==> src/rtl/lod_decode.sv <==
// lod_decode: reassembles per-nibble leading-one codes (MS nibble first) into a word-wide one-hot mask, index and hot flag.
module lod_decode #(
  parameter int NIBBLES = 4,
  localparam int W = 4 * NIBBLES,
  localparam int IW = $clog2(W)
) (
  input  logic          aclk,
  input  logic          aresetn,
  input  logic          rx_valid,
  output logic          rx_ready,
  input  logic          rx_hotflag,
  input  logic [1:0]    rx_data,
  output logic          tx_valid,
  input  logic          tx_ready,
  output logic [W-1:0]  tx_data,
  output logic [IW-1:0] tx_index,
  output logic          tx_hotflag
);
  localparam int KW = $clog2(NIBBLES);
  logic [KW-1:0] k;
  logic          found;
  logic [IW-1:0] p;
  logic          acc;
  logic          last;
  logic [IW-1:0] pos_now;
  logic          f_eff;
  logic [IW-1:0] p_eff;
  assign last     = k == KW'(NIBBLES - 1);
  assign rx_ready = aresetn && (!last || !tx_valid || tx_ready);
  assign acc      = rx_valid && rx_ready;
  assign pos_now  = IW'((NIBBLES - 1 - int'(k)) * 4 + int'(rx_data));
  // the final beat may itself carry the first one of the word
  assign f_eff    = found || rx_hotflag;
  assign p_eff    = found ? p : pos_now;
  always_ff @(posedge aclk) begin
    if (!aresetn) begin
      k          <= '0;
      found      <= 1'b0;
      p          <= '0;
      tx_valid   <= 1'b0;
      tx_data    <= '0;
      tx_index   <= '0;
      tx_hotflag <= 1'b0;
    end else begin
      if (acc) begin
        k <= last ? '0 : k + 1'b1;
        if (last) begin
          found <= 1'b0;
          p     <= '0;
        end else if (rx_hotflag && !found) begin
          found <= 1'b1;
          p     <= pos_now;
        end
      end
      if (acc && last) begin
        tx_valid   <= 1'b1;
        tx_hotflag <= f_eff;
        tx_index   <= f_eff ? p_eff : '0;
        tx_data    <= f_eff ? W'(1) << p_eff : '0;
      end else if (tx_ready) begin
        tx_valid <= 1'b0;
      end
    end
  end
endmodule

==> config.mk <==
export PLATFORM = sky130hd
export DESIGN_NAME = lod_decode
export DESIGN_NICKNAME = d
export VERILOG_FILES = /design/src/rtl/lod_decode.sv
export SDC_FILE = /design/constraint.sdc
export NUM_CORES = 1
export LEC_CHECK = 0
export ABC_CLOCK_PERIOD_IN_PS = 2700
export CORE_MARGIN = 2
export CORE_UTILIZATION = 47
export CTS_CLUSTER_SIZE = 14
export DETAILED_ROUTE_END_ITERATION = 10
export GPL_TIMING_DRIVEN = 1
export PLACE_DENSITY = 0.76
export SLEW_MARGIN = 20
export SYNTH_ARGS = -nofsm -noshare
export SYNTH_HDL_FRONTEND = slang
export SYNTH_SLANG_ARGS = --single-unit
==> constraint.sdc <==
create_clock -name aclk -period 2.7 [get_ports aclk]
set_input_delay 0.27 -clock aclk [delete_from_list [all_inputs] [get_ports aclk]]
set_output_delay 0.27 -clock aclk [all_outputs]
set_load 0.03 [all_outputs]
== After elaboration in Yosys (flattened, before gate mapping) ==
Cells that the tools add are included.

* Add/sub/neg operators: 3
* Equal/unequal tests: 1
* Shift-type cells: 1
* Muxes and demuxes: 10
* Reductions and logical operators: 13

{| class="wikitable"
|+ Operator list
! cell !! count
|-
| 2-to-1 mux 16 bit || 1
|-
| 2-to-1 mux 4 bit || 4
|-
| left shift 1 x 4 -> 16 bit (first input constant) || 1
|-
| adder 4 x 3 -> 4 bit || 1
|-
| logical AND 1 bit || 4
|-
| 2-to-1 mux 1 bit || 4
|-
| nonzero test 2 bit || 2
|-
| logical NOT 1 bit || 3
|-
| logical OR 1 bit || 3
|-
| adder 2 x 1 -> 2 bit (second input constant) || 1
|-
| equality test 2 bit (second input constant) || 1
|-
| 2-to-1 mux 2 bit || 1
|-
| AND reduction 2 bit || 1
|-
| subtractor 2 bit (first input constant) || 1
|}

* Register bits after elaboration: 29
* Input port bits: 7
* Output and inout port bits: 23
* Word-level logic and storage cells: 35

== Longest topological paths before layout ==
* Depth after elaboration: 8
* Depth in mapped cells: 6
* Gate-level depth less buffers: 4

== Worst setup path before layout ==
No wires, ideal clock.

* Path kind: reg2reg
* Start: register k[0]
* End: register tx_data[3]
* Setup time: 0.088 ns
* Arrival time: 1.381 ns
* Data required time: 2.612 ns
* Path slack: 1.231 ns
* Cell stages (with the launch flop): 7
* Path buffers: 2
* Period minus slack after synthesis: 1.469 ns
* Cell sequence: dfxtp_1 -> ha_1 -> and2_1 -> buf_6 -> nand3_4 -> buf_6 -> o32ai_2

* Longest elaborated chain between the ends: 7
* Elaborated cells on any way between the ends: 12
* Those cells by class: 2 x add/sub; 1 x eq/ne; 1 x shift; 2 x mux; 6 x reduce/logical

{| class="wikitable"
|+ RTL lines
! item !! RTL line !! RTL
|-
| start, declared || 20 || <nowiki>logic [KW-1:0] k;</nowiki>
|-
| start signal, assigned || 46 || <nowiki>k <= last ? '0 : k + 1'b1;</nowiki>
|-
| branches (longest 7 deep; another with adder 4 x 3 -> 4 bit) || n/a ||
|-
| end signal, assigned || 59 || <nowiki>tx_data <= f_eff ? W'(1) << p_eff : '0;</nowiki>
|-
| end, declared || 15 || <nowiki>output logic [W-1:0] tx_data,</nowiki>
|}

Several ways; the timed one is not identified.
A chain may end at the register's enable or synchronous reset.

== Worst setup path in the final report ==
* Start: input port aresetn
* End: output port rx_ready

* Longest elaborated chain between the ends: 1

{| class="wikitable"
|+ RTL lines
! item !! RTL line !! RTL
|-
| start, declared || 8 || <nowiki>input logic aresetn,</nowiki>
|-
| logical AND 1 bit || 29 || <nowiki>assign rx_ready = aresetn && (!last || !tx_valid || tx_ready);</nowiki>
|-
| end, declared || 10 || <nowiki>output logic rx_ready,</nowiki>
|}

Every way passes these cells.

==> reports/summary.txt <==
r2r setup slk: 0.81 ns
Compound-Gate Fraction of Synth Area: 0.298
via count of the first global-routing pass: 1252
Post-Route Skew: 0.00809 ns
FF/Latch Area: 581 sq um
Least-Margin Pin Slew: 0.632 ns
Static Leakage: 0.000563 uW
number of I/O pins: 30
Mapped Cells: 139
DRC viols: 0
CP Launch Point: aresetn
Inserted Clock Buffers: 5
synth top area cells: dfxtp_1 (44%), o32ai_1 (9.4%), nand2_1 (8.0%)
max_slew headroom: 0.578
mux cell area share after synthesis: 0
DIE AREA: 3220 sq um
Cell Area, Synth: 1310 sq um
sequential share of the synthesized area: 0.444
Required @ worst endpoint: 2.43 ns
FF-to-FF End: tx_data[9]
Final TNS setup: 0 ns
via count: 1261
drt total wl: 3270 um
Slew Viols, Final: 0
Syn Area/Cell: 9.42 sq um
arrival time worst endpoint: 1.68 ns
commonest non-fill, non-tap cells in the layout: dfxtp_1 (29), nand2_1 (28), clkdlybuf4s50_1 (28), o32ai_1 (14), a21oi_1 (7)
core area: 2710 sq um
Logic pwr share: 0.093
Net Sw Power: 218 uW
Port Buffer Count: 29
DPL Wire Length: 2350 um
HP Class: flop to flop
GPL Wtd Cong: 0.800
Post-DP Area: 1590 sq um
Area Overhead vs Synth: 27.8%
fill cell count: 233
VDD IR max: 324 uV
Critical Path Start Type: primary input
fin area: 1670 sq um
DR pass1 iterations: 4
XOR/XNOR Fraction of Synth Area: 0
P_int: 691 uW
post_cts resized: 0
fmax: 512 MHz
largest net degree at the start of global routing: 22
pwr/cell area: 543 nW/um^2
CP Class: primary input to primary output
Netlist cell types: 37
Routed WL per cell: 16.4 um
Initial Util: 0.483
Worst Setup End Kind: primary output
count of final hold-check violations: 0
Worst Path Max Fanout: 15
initial antenna violation count: 0
DRT antenna net count: 0
Total GRT Usage: 0.221
reg2reg start: k[0]
Clock Path Buffers: 2
area occupied by multi-input gates: 636 sq um
Reg power frac: 0.496
final worst path period share: 0.724
Yosys Warn Count: 0
Post-Synth Adder-Cell Area: 0.00956
Clock Latency Late Sink: 0.33 ns
# diodes: 0
postcts setup bufs: 0
Synth top area share: 0.444
RSZ-0062 raised after global routing: false
htree depth: 2
reg2reg path depth: 5
CTS tree: done
fraction of layout cells with a size suffix above 1: 0.112
Setup-failing EPs final: 0
GRT Residual Overflow: 0
Yosys reg bits: 29
clock network fraction of total power: 0.411
Sw Ratio: 0.240
largest family of logic cells by synthesized area: compound AO/OA/AOI/OAI gates
Yosys top cell by area: dfxtp_1
root buf cell: clkbuf_4
Die Span Y: 56.8 um
# Max-Cap Violations: 0
vias per std cell: 6.31
fin crit period: 1.95 ns
row count: 19
CTS sink cnt: 29
first-pass GRT wire length: 5530 um
worst setup path endpoint: rx_ready
clock input transition at the sequential cells of the worst setup and hold paths: 0.09 ns
status: completed
Final Net Count: 176
syn nets: 147
simple-gate share of the synthesized area: 0.178
Die Wd: 56.8 um
most common cell after layout, fill and taps aside: dfxtp_1
initial drt markers: 60
CTS Hold Bufs: 0
worst min-delay path by stage:
stage / startpoint / to / slack (ns) / cells after the start
floorplan: rx_data[1] / p[1] / 0.42 / 2
global placement: tx_data[15] / tx_data[15] / 0.46 / 2
detailed placement: tx_data[9] / tx_data[9] / 0.47 / 2
CTS: tx_data[9] / tx_data[9] / 0.49 / 2
global route: tx_data[2] / tx_data[2] / 0.50 / 2
finish: tx_data[9] / tx_data[9] / 0.49 / 2
cells by family (layout without fill, tap and decap cells):
family / count (synthesis) / in the layout
simple gates: 47 / 47
flops: 29 / 29
fa+ha+maj: 1 / 1
compound gates: 46 / 46
buf+inv: 16 / 46
cells in the mapped netlist, drive strengths merged:
cell,instances
o31a,1
nand2,28
a2bb2oi,1
nand4,1
nand2b,3
nor2,4
a211oi,1
nor4,1
a21oi,7
buf,8
dfxtp,29
nand3,2
nor3,2
or4b,1
clkinv,1
ha,1
clkbuf,2
a31oi,2
o32ai,17
o22ai,3
a32oi,2
nor2b,3
a22oi,2
and2,1
o2111a,1
o32a,3
nand3b,1
o2111ai,1
a311oi,2
inv,5
o211a,1
a31o,2
layout make-up:
type | instances | share of cell area
Clock buffer | 7 | 0.0329
Multi-Input combinational cell | 94 | 0.380
Timing Repair Buffer | 32 | 0.185
Tap cell | 31 | 0.0232
Inverter | 6 | 0.0135
Clock inverter | 1 | 0.0180
Sequential cell | 29 | 0.347
flip-flops by register name, summed over array words and instances, names as in the netlist:
name,flops
found,1
k,2
p,4
tx_data,16
tx_hotflag,1
tx_index,4
tx_valid,1
per-stage QoR:
stage / setup WS, ns / hold WS (ns) / power, uW / util / std cells
6_report: 0.746 / 0.487 / 909 / 0.617 / 200
5_1_grt: 0.612 / 0.504 / 945 / 0.617 / 200
4_1_cts: 0.750 / 0.487 / 911 / 0.617 / 200
3_5_place_dp: 0.681 / 0.467 / 543 / 0.586 / 192
3_3_place_gp: 0.732 / 0.464 / 540 / 0.586 / 192
2_1_floorplan: 1.23 / 0.423 / 516 / - / 139
layer usage:
layer  track usage  wire length (um)  vias to the layer above
li1              -                 -                      595
met1         0.255              1400                      608
met2         0.354              1610                       49
met3        0.0899               193                        9
met4         0.110                63                        0
met5             0                 0                        -
power groups by stage:
stage	Combinational, uW	Sequential, uW	Clock (uW)
2_1_floorplan	60.8	455	0
3_3_place_gp	80.7	460	0
3_5_place_dp	82.7	460	0
4_1_cts	83.1	450	378
5_1_grt	91.4	453	401
6_report	84.1	451	374
critical path: stages:
cell and delay, ns:
clkdlybuf4s50_1 0.48, buf_4 0.22, clkinv_1 0.26, a21oi_1 0.25, buf_4 0.20
Note: power is estimated with default switching activity, not from simulation.
